## config.mk

```make
export PLATFORM = sky130hd
export DESIGN_NAME = alu_seq
export DESIGN_NICKNAME = d
export VERILOG_FILES = /design/src/rtl/alu_seq.sv
export SDC_FILE = /design/constraint.sdc
export NUM_CORES = 1
export LEC_CHECK = 0
export ABC_AREA = 1
export ABC_CLOCK_PERIOD_IN_PS = 3600
export CAP_MARGIN = 10
export CORE_ASPECT_RATIO = 1.25
export CORE_MARGIN = 3
export CORE_UTILIZATION = 46
export DETAILED_ROUTE_END_ITERATION = 7
export HOLD_SLACK_MARGIN = 0.08
export MAX_ROUTING_LAYER = met4
export PLACE_DENSITY = 0.74
export SYNTH_ARGS = -nofsm -noshare
export SYNTH_HDL_FRONTEND = slang
export SYNTH_SLANG_ARGS = --single-unit
```

## constraint.sdc

```tcl
create_clock -name clk_i -period 3.6 [get_ports clk_i]
set_clock_uncertainty 0.1 [all_clocks]
set_input_delay 1.08 -clock clk_i [delete_from_list [all_inputs] [get_ports clk_i]]
set_output_delay 1.08 -clock clk_i [all_outputs]
set_load 0.01 [all_outputs]
```

## src/rtl/alu_seq.sv

```systemverilog
// alu_seq: registered ALU with a valid/ready handshake.
// Logic and arithmetic ops are computed and registered on the accept edge.
// MUL, DIVU and REMU run a WIDTH-cycle iterative shift-add or restoring-divide
// engine. Results and flags hold until the consumer takes them.
module alu_seq #(
  parameter int WIDTH = 32,
  parameter int SHW   = $clog2(WIDTH)
) (
  input  logic             clk_i,
  input  logic             rst_n,
  input  logic             in_valid,
  output logic             in_ready,
  input  logic [WIDTH-1:0] src1,
  input  logic [WIDTH-1:0] src2,
  input  logic [3:0]       ALU_control,
  output logic             out_valid,
  input  logic             out_ready,
  output logic [WIDTH-1:0] result,
  output logic             zero,
  output logic             cout,
  output logic             overflow
);

  typedef enum logic [1:0] {IDLE = 2'd0, BUSY = 2'd1, DONE = 2'd2} state_t;

  state_t               state_r;
  logic [SHW-1:0]       cnt_r;
  logic [3:0]           op_r;
  logic [WIDTH-1:0]     opnd_r;   // multiplicand or divisor
  logic [2*WIDTH-1:0]   acc_r;    // MUL accumulator; low half holds the quotient for DIVU/REMU
  logic [WIDTH:0]       rem_r;    // partial remainder

  logic                 accept_s;
  logic                 iter_op_s;
  logic [WIDTH-1:0]     alu_res_s;
  logic                 alu_cout_s;
  logic                 alu_ovf_s;
  logic [WIDTH:0]       add_s;
  logic [WIDTH:0]       sub_s;
  logic [SHW-1:0]       shamt_s;

  logic [WIDTH:0]       mul_sum_s;
  logic [2*WIDTH-1:0]   mul_next_s;
  logic [WIDTH:0]       div_shift_s;
  logic [WIDTH+1:0]     div_sub_s;
  logic [WIDTH:0]       rem_next_s;
  logic [WIDTH-1:0]     quo_next_s;
  logic [WIDTH-1:0]     iter_res_s;

  assign in_ready  = (state_r == IDLE) | ((state_r == DONE) & out_ready);
  assign accept_s  = in_valid & in_ready;
  assign iter_op_s = (ALU_control == 4'd8) | (ALU_control == 4'd9) | (ALU_control == 4'd12);
  assign add_s     = {1'b0, src1} + {1'b0, src2};
  assign sub_s     = {1'b0, src1} + {1'b0, ~src2} + {{WIDTH{1'b0}}, 1'b1};
  assign shamt_s   = src2[SHW-1:0];

  // Single-cycle result and flags from the live operands, registered on accept
  always_comb begin
    alu_res_s  = {WIDTH{1'b0}};
    alu_cout_s = 1'b0;
    alu_ovf_s  = 1'b0;
    case (ALU_control)
      4'd0:  alu_res_s = src1 & src2;
      4'd1:  alu_res_s = src1 | src2;
      4'd2: begin
        alu_res_s  = add_s[WIDTH-1:0];
        alu_cout_s = add_s[WIDTH];
        alu_ovf_s  = (src1[WIDTH-1] == src2[WIDTH-1]) & (add_s[WIDTH-1] != src1[WIDTH-1]);
      end
      4'd3:  alu_res_s = src1 << shamt_s;
      4'd4:  alu_res_s = src1 >> shamt_s;
      4'd5:  alu_res_s = $signed(src1) >>> shamt_s;
      4'd6: begin
        alu_res_s  = sub_s[WIDTH-1:0];
        alu_cout_s = sub_s[WIDTH];
        alu_ovf_s  = (src1[WIDTH-1] != src2[WIDTH-1]) & (sub_s[WIDTH-1] != src1[WIDTH-1]);
      end
      4'd7:  alu_res_s = {{(WIDTH-1){1'b0}}, ($signed(src1) < $signed(src2))};
      4'd13: alu_res_s = src1 ^ src2;
      default: alu_res_s = {WIDTH{1'b0}};
    endcase
  end

  // One iteration step of the multiply and divide engines
  always_comb begin
    mul_sum_s   = {1'b0, acc_r[2*WIDTH-1:WIDTH]} + (acc_r[0] ? {1'b0, opnd_r} : {(WIDTH+1){1'b0}});
    mul_next_s  = {mul_sum_s, acc_r[WIDTH-1:1]};
    div_shift_s = {rem_r[WIDTH-1:0], acc_r[WIDTH-1]};
    div_sub_s   = {1'b0, div_shift_s} - {2'b00, opnd_r};
    // A zero divisor never goes negative, giving all-ones quotient and remainder = dividend
    rem_next_s  = div_sub_s[WIDTH+1] ? div_shift_s : div_sub_s[WIDTH:0];
    quo_next_s  = {acc_r[WIDTH-2:0], ~div_sub_s[WIDTH+1]};
    if (op_r == 4'd8) begin
      iter_res_s = mul_next_s[WIDTH-1:0];
    end else if (op_r == 4'd12) begin
      iter_res_s = rem_next_s[WIDTH-1:0];
    end else begin
      iter_res_s = quo_next_s;
    end
  end

  // Control FSM with registered result, flags and out_valid
  always_ff @(posedge clk_i or negedge rst_n) begin
    if (!rst_n) begin
      state_r   <= IDLE;
      cnt_r     <= {SHW{1'b0}};
      op_r      <= 4'd0;
      opnd_r    <= {WIDTH{1'b0}};
      acc_r     <= {(2*WIDTH){1'b0}};
      rem_r     <= {(WIDTH+1){1'b0}};
      out_valid <= 1'b0;
      result    <= {WIDTH{1'b0}};
      zero      <= 1'b0;
      cout      <= 1'b0;
      overflow  <= 1'b0;
    end else begin
      case (state_r)
        IDLE, DONE: begin
          if (accept_s) begin
            if (iter_op_s) begin
              state_r   <= BUSY;
              cnt_r     <= {SHW{1'b0}};
              op_r      <= ALU_control;
              opnd_r    <= src2;
              acc_r     <= {{WIDTH{1'b0}}, src1};
              rem_r     <= {(WIDTH+1){1'b0}};
              out_valid <= 1'b0;
            end else begin
              state_r   <= DONE;
              op_r      <= ALU_control;
              out_valid <= 1'b1;
              result    <= alu_res_s;
              zero      <= (alu_res_s == {WIDTH{1'b0}});
              cout      <= alu_cout_s;
              overflow  <= alu_ovf_s;
            end
          end else if ((state_r == DONE) && out_ready) begin
            state_r   <= IDLE;
            out_valid <= 1'b0;
          end else begin
            state_r <= state_r;
          end
        end
        BUSY: begin
          if (op_r == 4'd8) begin
            acc_r <= mul_next_s;
          end else begin
            acc_r <= {{WIDTH{1'b0}}, quo_next_s};
            rem_r <= rem_next_s;
          end
          if (cnt_r == SHW'(WIDTH - 1)) begin
            state_r   <= DONE;
            cnt_r     <= {SHW{1'b0}};
            out_valid <= 1'b1;
            result    <= iter_res_s;
            zero      <= (iter_res_s == {WIDTH{1'b0}});
            cout      <= 1'b0;
            overflow  <= 1'b0;
          end else begin
            cnt_r <= cnt_r + {{(SHW-1){1'b0}}, 1'b1};
          end
        end
        default: begin
          state_r   <= IDLE;
          out_valid <= 1'b0;
        end
      endcase
    end
  end

endmodule

```

======== Word level (Yosys, flattened, before mapping) ========
Cells that the tools add are included.
storage, ports and cells
  bits of input ports ..................... 72
  output and inout port bits .............. 37
  register bits after elaboration ......... 175
  word-level logic and storage cells ...... 116
operators by class
  $add $sub $neg .......................... 6
  muxes and demuxes ....................... 44
  magnitude comparators ................... 1
  shift-type cells ........................ 3
  reductions and logical operators ........ 13
  eq/ne operators ......................... 26
  bitwise gates (word level) .............. 12
operators with widths
  cell                                                                    number
  32-bit two-way mux                                                      10
  32-bit one-hot mux with 9 select lines                                  1
  64-bit two-way mux                                                      3
  32-bit one-hot mux with 2 select lines                                  2
  64-bit one-hot mux with 2 select lines                                  1
  32-bit by 32-bit adder with 33-bit output                               3
  32-bit logical NOT                                                      2
  33-bit by 32-bit subtractor with 34-bit output                          1
  33-bit by 1-bit adder with 33-bit output (second input constant)        1
  32-bit bitwise AND                                                      1
  32-bit less-than comparator                                             1
  32-bit NOT                                                              1
  32-bit bitwise OR                                                       1
  32-bit by 5-bit << shifter with 32-bit output                           1
  32-bit by 5-bit >> shifter with 32-bit output                           1
  32-bit by 5-bit >>> shifter with 32-bit output                          1
  32-bit bitwise XOR                                                      1
  4-bit equality test (second input constant)                             6
  4-bit by 3-bit equality test with 1-bit output (second input constant)  4
  5-bit two-way mux                                                       3
  1-bit two-way mux                                                       12
  1-bit one-hot mux with 2 select lines                                   6
  2-bit inequality test (second input constant)                           5
  5-bit one-hot mux with 2 select lines                                   1
  other kinds (22)                                                        36

======== Logic depth before layout (Yosys ltp) ========
Gate-level depths: netlist of run 1.
  depth in word-level cells ............... 9
  mapped depth ............................ 27
  gate-level depth less buffers ........... 25

======== Worst setup path after synthesis of run 1 ========
OpenSTA, ideal clock, no wires.
  path type ............................... input -> register
  start ................................... input port src2[4]
  end ..................................... register zero
  path buffers ............................ 4
  data required time ...................... 3.434 ns
  data arrival time ....................... 3.808 ns
  cell stages on the path ................. 27
  library setup time ...................... 0.066 ns
  setup slack ............................. -0.374 ns
  cells stage by stage .................... buf_2 -> inv_1 -> clkbuf_1 -> buf_1 -> ha_1 -> buf_2 -> inv_1 -> a21oi_2 -> nor2_1 -> nor2_1 -> nand2_1 -> nand2_1 -> nand2_1 -> nand2_1 -> nand2_1 -> nand2_1 -> nand2_1 -> nor2_1 -> nor2_1 -> nand2_1 -> nor2_1 -> nand2_1 -> nor2_1 -> nand3_1 -> nand2_1 -> nand2_1 -> nand2_1
on the way
  word-level cells in the longest chain between the ends .. 8
  elaborated cells between the ends (all ways) .. 16
  classes of those cells .................. add/sub (3); order compare (1); shift (3); mux (4); bitwise (4); reduce/logical (1)
RTL lines
  element                                    line  text
  start: declaration                         14    input logic [WIDTH-1:0] src2,
  32-bit NOT                                 54    assign sub_s = {1'b0, src1} + {1'b0, ~src2} + {{WIDTH{1'b0}}, 1'b1};
  32-bit by 32-bit adder with 33-bit output  54
  33-bit by 1-bit adder with 33-bit output   54
  32-bit one-hot mux with 9 select lines *   62    case (ALU_control)
  32-bit logical NOT *                       133   zero <= (alu_res_s == {WIDTH{1'b0}});
  1-bit two-way mux *                        120   if (iter_op_s) begin
  1-bit two-way mux *                        119   if (accept_s) begin
  1-bit one-hot mux with 2 select lines *    117   case (state_r)
  end signal: assignment                     133
  end signal: assignment                     156   zero <= (iter_res_s == {WIDTH{1'b0}});
  end: declaration                           19    output logic zero,
Every way passes the cells marked *; elsewhere a longest branch is shown, timed or not. The select of a mux whose other input is x is not followed.
A chain may end at the register's enable or synchronous reset.

======== Final worst setup path of run 1 ========
  start ................................... input port src1[14]
  end ..................................... register zero
on the way
  word-level cells in the longest chain between the ends .. 7
  elaborated cells between the ends (all ways) .. 15
  classes of those cells .................. add/sub (3); order compare (1); shift (3); mux (4); bitwise (3); reduce/logical (1)
RTL lines
  element                                    line  text
  start: declaration                         13    input logic [WIDTH-1:0] src1,
  32-bit by 32-bit adder with 33-bit output  54
  33-bit by 1-bit adder with 33-bit output   54
  32-bit one-hot mux with 9 select lines *   62
  32-bit logical NOT *                       133
  1-bit two-way mux *                        120
  1-bit two-way mux *                        119
  1-bit one-hot mux with 2 select lines *    117
Marks and branches as above.

==> metrics.txt, run 1 <==
die extent in x 203 um; Root Driver clkbuf_16; Syn Area/Cell 5.76 um^2; clk sinks 174; crit path DAT 3880 ps; DR vias/cell 5.74; Slew @ Worst Pin 617 ps; CTS tree built; first-pass GRT wire length 170000 um; Filler cells 4560; Register Area 4360 um^2; routed vias 29.8k; layout cell share with drive strength beyond 1 0.241; # DRC 0; worst skew pair latency 460 ps; Critical Path RT 3890 ps; dominant synthesized flop cell dfrtp_1; Post-synth EDFFs 0; vias in the first global route 29.2k; Final Critical Period 3590 ps; HP Class flop to flop; Detail Placement HPWL 95300 um; synth warn 0; row count 89; total CTS buffers 17; Net count, final 4791; DRT Pass-1 Iters 8; I/O pins 109; hold depth 2; status finished, final reports clean; PortBufs 108; die area 51000 um^2; syn nets 4106; Area Overhead vs Synth 40.0%; crit path cell chain dlygate4sd2_1 -> buf_4 -> ha_1 -> a21oi_2 -> buf_4 -> o21ai_0 -> buf_4 -> nand2_1 -> nand2_1 -> inv_1 -> buf_4 -> nand3_1 -> nand3_1 -> nand3_1 -> nor2_4 -> nand2_1 -> nor2_2 -> nand2_1 -> nor2_2 -> nand3_1 -> nand2_1 -> nand2_1 -> nand2_1; CP endpoint kind flop; WL final 115000 um; Mapped Cells 3856; antenna violations before repair 3; Peak VDD IR 0.471 mV; hold buffer count at cts 0; Final Slew Violations 0; pwr/cell area 518 nW/um^2; Final setup viols 0; Placeable Area 47400 um^2; die height 252 um; cell mode on critical path nand2_1; final antenna-violating net count 0; design area 31100 um^2; total track usage 0.452; synthesized area 22200 um^2; RSZ-0062 raised after global routing true; setup_tns 0 ps; Worst Setup Start Kind input port; Synth Register Bits 174; GPL Wtd Cong 1.07; Max clock buf depth 2; R2R cell count 24; largest net degree at the start of global routing 68; Max-Cap Viols 0; Leak 0.0165 uW; Synth async-reset ratio 1.00; most frequent cells in the layout nand2_1 (1175), buf_4 (686), nand3_1 (429); Hold Vio Cnt, Final 0; crit-path max FO 3; max incr delay on CP 280 ps; CP Class input port to flop; slowest CP cell dlygate4sd2_1; Slew headroom 0.587; H-tree levels 4; total grt overflow 0; area occupied by multi-input gates 16600 um^2; initial core utilization 0.468; commonest non-fill, non-tap cell in the layout nand2_1; placed inst area 28800 um^2; Clock Pin Slew Worst Setup and Hold Paths 70 ps; detailed router's first-iteration violation count 2833; fin crit share 0.998; Fmax 0.278 GHz; Seq/Total Area, Yosys 0.196; WL/cell 22.2 um; library cells used by synthesis 53
==> worst max-delay path: cells and delay by family <==
| kind | cells | cell delay (ps) |
|---|---|---|
| AND/OR/NAND/NOR | 14 | 1380 |
| AO/OA/AOI/OAI | 2 | 230 |
| buffers and inverters | 6 | 940 |
| adder cells (fa/ha/maj) | 1 | 250 |
==> cells by family (layout without fill, tap and decap cells) <==
logic type,count (synthesis),after routing,synth area share
simple gates,2160,2160,0.402
mux,3,3,0.00141
compound gates,670,670,0.175
flops,174,174,0.196
xor+xnor,24,24,0.00946
buf+inv,647,1345,0.114
other cells,0,2,0
fa+ha+maj,178,178,0.102
==> per-stage QoR <==
stage	utilization	instances	setup slack, ps	total power, uW	hold WS [ps]
2_1_floorplan	-	3856	0.137	9450	354
3_3_place_gp	0.607	5107	-1150	13200	369
3_5_place_dp	0.607	5107	-1080	13400	373
4_1_cts	0.641	5169	1.46	15700	394
5_1_grt	0.656	5193	-108	17300	417
6_report	0.656	5193	8.81	16100	393
==> layout make-up <==
type                    count  share of cell area
multi-input cells        3035               0.534
repair buffers            833               0.222
flip-flops and latches    174               0.140
inverters                 480              0.0582
well taps                 637              0.0256
clock buffers              17              0.0137
clock inverters            15             0.00624
diodes                      2            0.000161
==> routing by layer <==
metal,track usage,vias to the layer above,wire length [um]
met5,-,-,0
li1,-,14000,-
met3,0.0462,424,8450
met1,0.503,13800,41800
met2,0.759,1577,54300
met4,0.320,0,10900
==> state kept, by name, summed over array words and instances (netlist names) <==
register / flops
cnt_r: 5
opnd_r: 32
rem_r: 32
state_r: 1
acc_r: 64
op_r: 4
zero: 1
overflow: 1
cout: 1
result: 32
out_valid: 1
==> final timing paths <==
check / start / to / slack, ps
max reg2reg: acc_r[31] / zero / 110
min in group asynchronous: rst_n / acc_r[40] / 430
min reg2reg: acc_r[52] / acc_r[52] / 390
max: src1[14] / zero / 9
min: acc_r[52] / acc_r[52] / 390
max in group asynchronous: rst_n / rem_r[11] / 2220
==> cell usage after synthesis (5+ instances only) <==
master | n | area (um^2)
buf_2 | 58 | 290
a22o_1 | 5 | 43.8
a221oi_1 | 6 | 52.6
inv_2 | 11 | 41.3
buf_1 | 17 | 63.8
dfrtp_1 | 174 | 4350
nand3b_1 | 9 | 67.6
and2_1 | 18 | 113
o21ai_0 | 249 | 1250
a21boi_0 | 5 | 37.5
a22oi_1 | 7 | 52.6
nand3_1 | 449 | 2250
a211oi_1 | 6 | 45.0
clkbuf_1 | 84 | 315
inv_1 | 467 | 1750
nor3_1 | 39 | 195
xor2_1 | 15 | 131
nand2_2 | 6 | 37.5
nand2_1 | 1221 | 4580
a31oi_1 | 8 | 50.1
o2111ai_1 | 5 | 43.8
o21ai_1 | 11 | 55.1
o21bai_1 | 20 | 150
o22ai_1 | 44 | 275
a21o_1 | 9 | 67.6
nor2_1 | 374 | 1400
nand4_1 | 28 | 175
o221ai_1 | 37 | 324
o211ai_1 | 40 | 300
ha_1 | 174 | 2180
o21a_1 | 10 | 75.1
xnor2_1 | 9 | 78.8
a21oi_1 | 199 | 996
==> what timing repair did <==
item	4_1_cts	5_1_grt
endpoints found under the setup margin	20	17
buffers inserted	30	22
hold endpoints to repair	0	0
resized for setup	274	194
pin swaps	53	56
==> power by group <==
part | leakage, uW | internal [uW] | switching, uW | total, uW
sequential | 0.00226 | 2700 | 556 | 3260
combinational | 0.0139 | 3960 | 6880 | 10800
clock | 0.000305 | 1120 | 914 | 2030
total | 0.0165 | 7770 | 8350 | 16100
Note: power is estimated with default switching activity, not from simulation.
==> run 2, diff against run 1 <==
--- a/config.mk
+++ b/config.mk
@@ -10,11 +10,11 @@
 export CAP_MARGIN = 10
 export CORE_ASPECT_RATIO = 1.25
 export CORE_MARGIN = 3
-export CORE_UTILIZATION = 46
+export CORE_UTILIZATION = 43
 export DETAILED_ROUTE_END_ITERATION = 7
 export HOLD_SLACK_MARGIN = 0.08
 export MAX_ROUTING_LAYER = met4
-export PLACE_DENSITY = 0.74
+export PLACE_DENSITY = 0.7
 export SYNTH_ARGS = -nofsm -noshare
 export SYNTH_HDL_FRONTEND = slang
 export SYNTH_SLANG_ARGS = --single-unit
==> run 2 against run 1 <==
Worst hold slack worse by 0.63 ps. Highest routed layer unchanged. Maximum frequency is 1.3% higher. Die area is 6.8% higher. Combinational power hardly changed. Sequential power hardly changed. Final area is 0.18% higher. Critical path depth is 1 lower. Sequential share of layout area hardly changed. Largest power group unchanged. Clock power is 6% lower.
==> metrics.txt, run 2 (same netlist as run 1, synthesis figures left out) <==
dpl ws -1220 ps; final core occ 0.614; Slew headroom 0.379; total track usage 0.421; Worst Setup Start Kind input port; fin crit share 0.984; Clock Pin Slew Worst Setup and Hold Paths 70 ps; R2R setup slack 130 ps; pwr/cell area 514 nW/um^2; WL final 115000 um; CP endpoint kind flop; layout cell share with drive strength beyond 1 0.247; total grt overflow 0; Slew @ Worst Pin 930 ps; vias in the first global route 28.5k; GPL Wtd Cong 1.08; hold buffer count at cts 0; clk sinks 174; reg-to-reg endpoint zero; CTS tree built; WL/cell 22.0 um; Max-Cap Viols 0; Biggest register acc_r; Leak 0.0165 uW; placed cell count 5128; Detail Placement HPWL 95700 um; Final Critical Period 3540 ps; Crit. Startpoint src1[14]; first-pass GRT wire length 169000 um; Max clock buf depth 2; total CTS buffers 17; die area 54500 um^2; H-tree levels 4; design area 31200 um^2; routed vias 29.3k; Peak VDD IR 0.414 mV; RSZ-0062 raised after global routing true; crit path DAT 3840 ps; R2R cell count 21; most frequent cells in the layout nand2_1 (1162), buf_4 (702), nand3_1 (428); Final setup viols 0; Final Slew Violations 0; CP Class input port to flop; Final WS setup 56.1 ps; antenna violations before repair 2; detailed router's first-iteration violation count 2693; Critical Path RT 3890 ps; placed inst area 28700 um^2; Fmax 0.282 GHz; DR vias/cell 5.62; Area Overhead vs Synth 40.2%; HP Class flop to flop; Hold Vio Cnt, Final 0; Net count, final 4799; RR Startpoint acc_r[31]; Hold Slack 393 ps; status finished, final reports clean; final antenna-violating net count 0; I/O pins 109; initial core utilization 0.438; crit-path max FO 5; # DRC 0; die height 260 um; worst skew pair latency 460 ps; largest net degree at the start of global routing 81; PortBufs 108; max reg flops 64; CP Capture Point zero; n_diodes 0; DRT Pass-1 Iters 6; Final Non-Filler Cells 5220; commonest non-fill, non-tap cell in the layout nand2_1; row count 92; Root Driver clkbuf_16; die extent in x 209 um; Placeable Area 50800 um^2
-- run 2: cell type report --
class                      instances  area, um^2
fill                            5099       19600
multi-input combinational       3035       16700
timing repair buffer             841        6870
sequential                       174        4350
inverter                         480        1810
tap                              658         823
clock buffer                      20         467
clock inverter                    12         125
-- run 2: worst max-delay path: stages --
cell and delay, ps:
dlygate4sd2_1 270, inv_2 130, ha_4 240, buf_4 160
nor2_2 180, buf_4 140, nand2_1 90, nor2_1 200
nand3_1 160, nand3_2 120, nand2_1 50, nand2_1 50
nor2_1 60, nor2_4 160, nand2_1 100, nor2_2 120
nand2_2 80, nor2_4 140, nand3_1 100, nand2_1 80
nand2_1 50, nand2_1 60
-- run 2: metrics by stage --
| step | total power, uW | TNS [ps] |
|---|---|---|
| final | 16000 | 0 |
| after global routing | 17200 | -75.2 |
| after detailed placement | 13400 | -18500 |
| after floorplan | 9450 | 0 |
| after global placement | 13300 | -18060 |
| after CTS | 15600 | 0 |
-- run 2: per-layer routing --
metal  vias up  GRT usage  wire (um)
li1      14000          -          -
met1     13700      0.481      43500
met2      1295      0.709      55000
met3       360     0.0389       7040
met4         0      0.268       9240
met5         -          -          0
-- run 2: worst min path at each step --
stage	from	end	cells past startpoint
2_1_floorplan	op_r[1]	op_r[1]	2
3_3_place_gp	acc_r[53]	acc_r[53]	2
3_5_place_dp	acc_r[47]	acc_r[47]	2
4_1_cts	acc_r[47]	acc_r[47]	2
5_1_grt	acc_r[52]	acc_r[52]	2
6_report	acc_r[52]	acc_r[52]	2
-- run 2: repair_timing --
| item | in CTS | in global routing |
|---|---|---|
| setup endpoints to repair | 22 | 11 |
| pin swaps | 68 | 74 |
| setup buffers | 39 | 21 |
| resized for setup | 296 | 208 |
| gates cloned | 0 | 0 |
-- run 2: report_power, final --
group	internal (uW)	switching [uW]
logic	4000	6880
clock network	1030	881
registers	2700	538
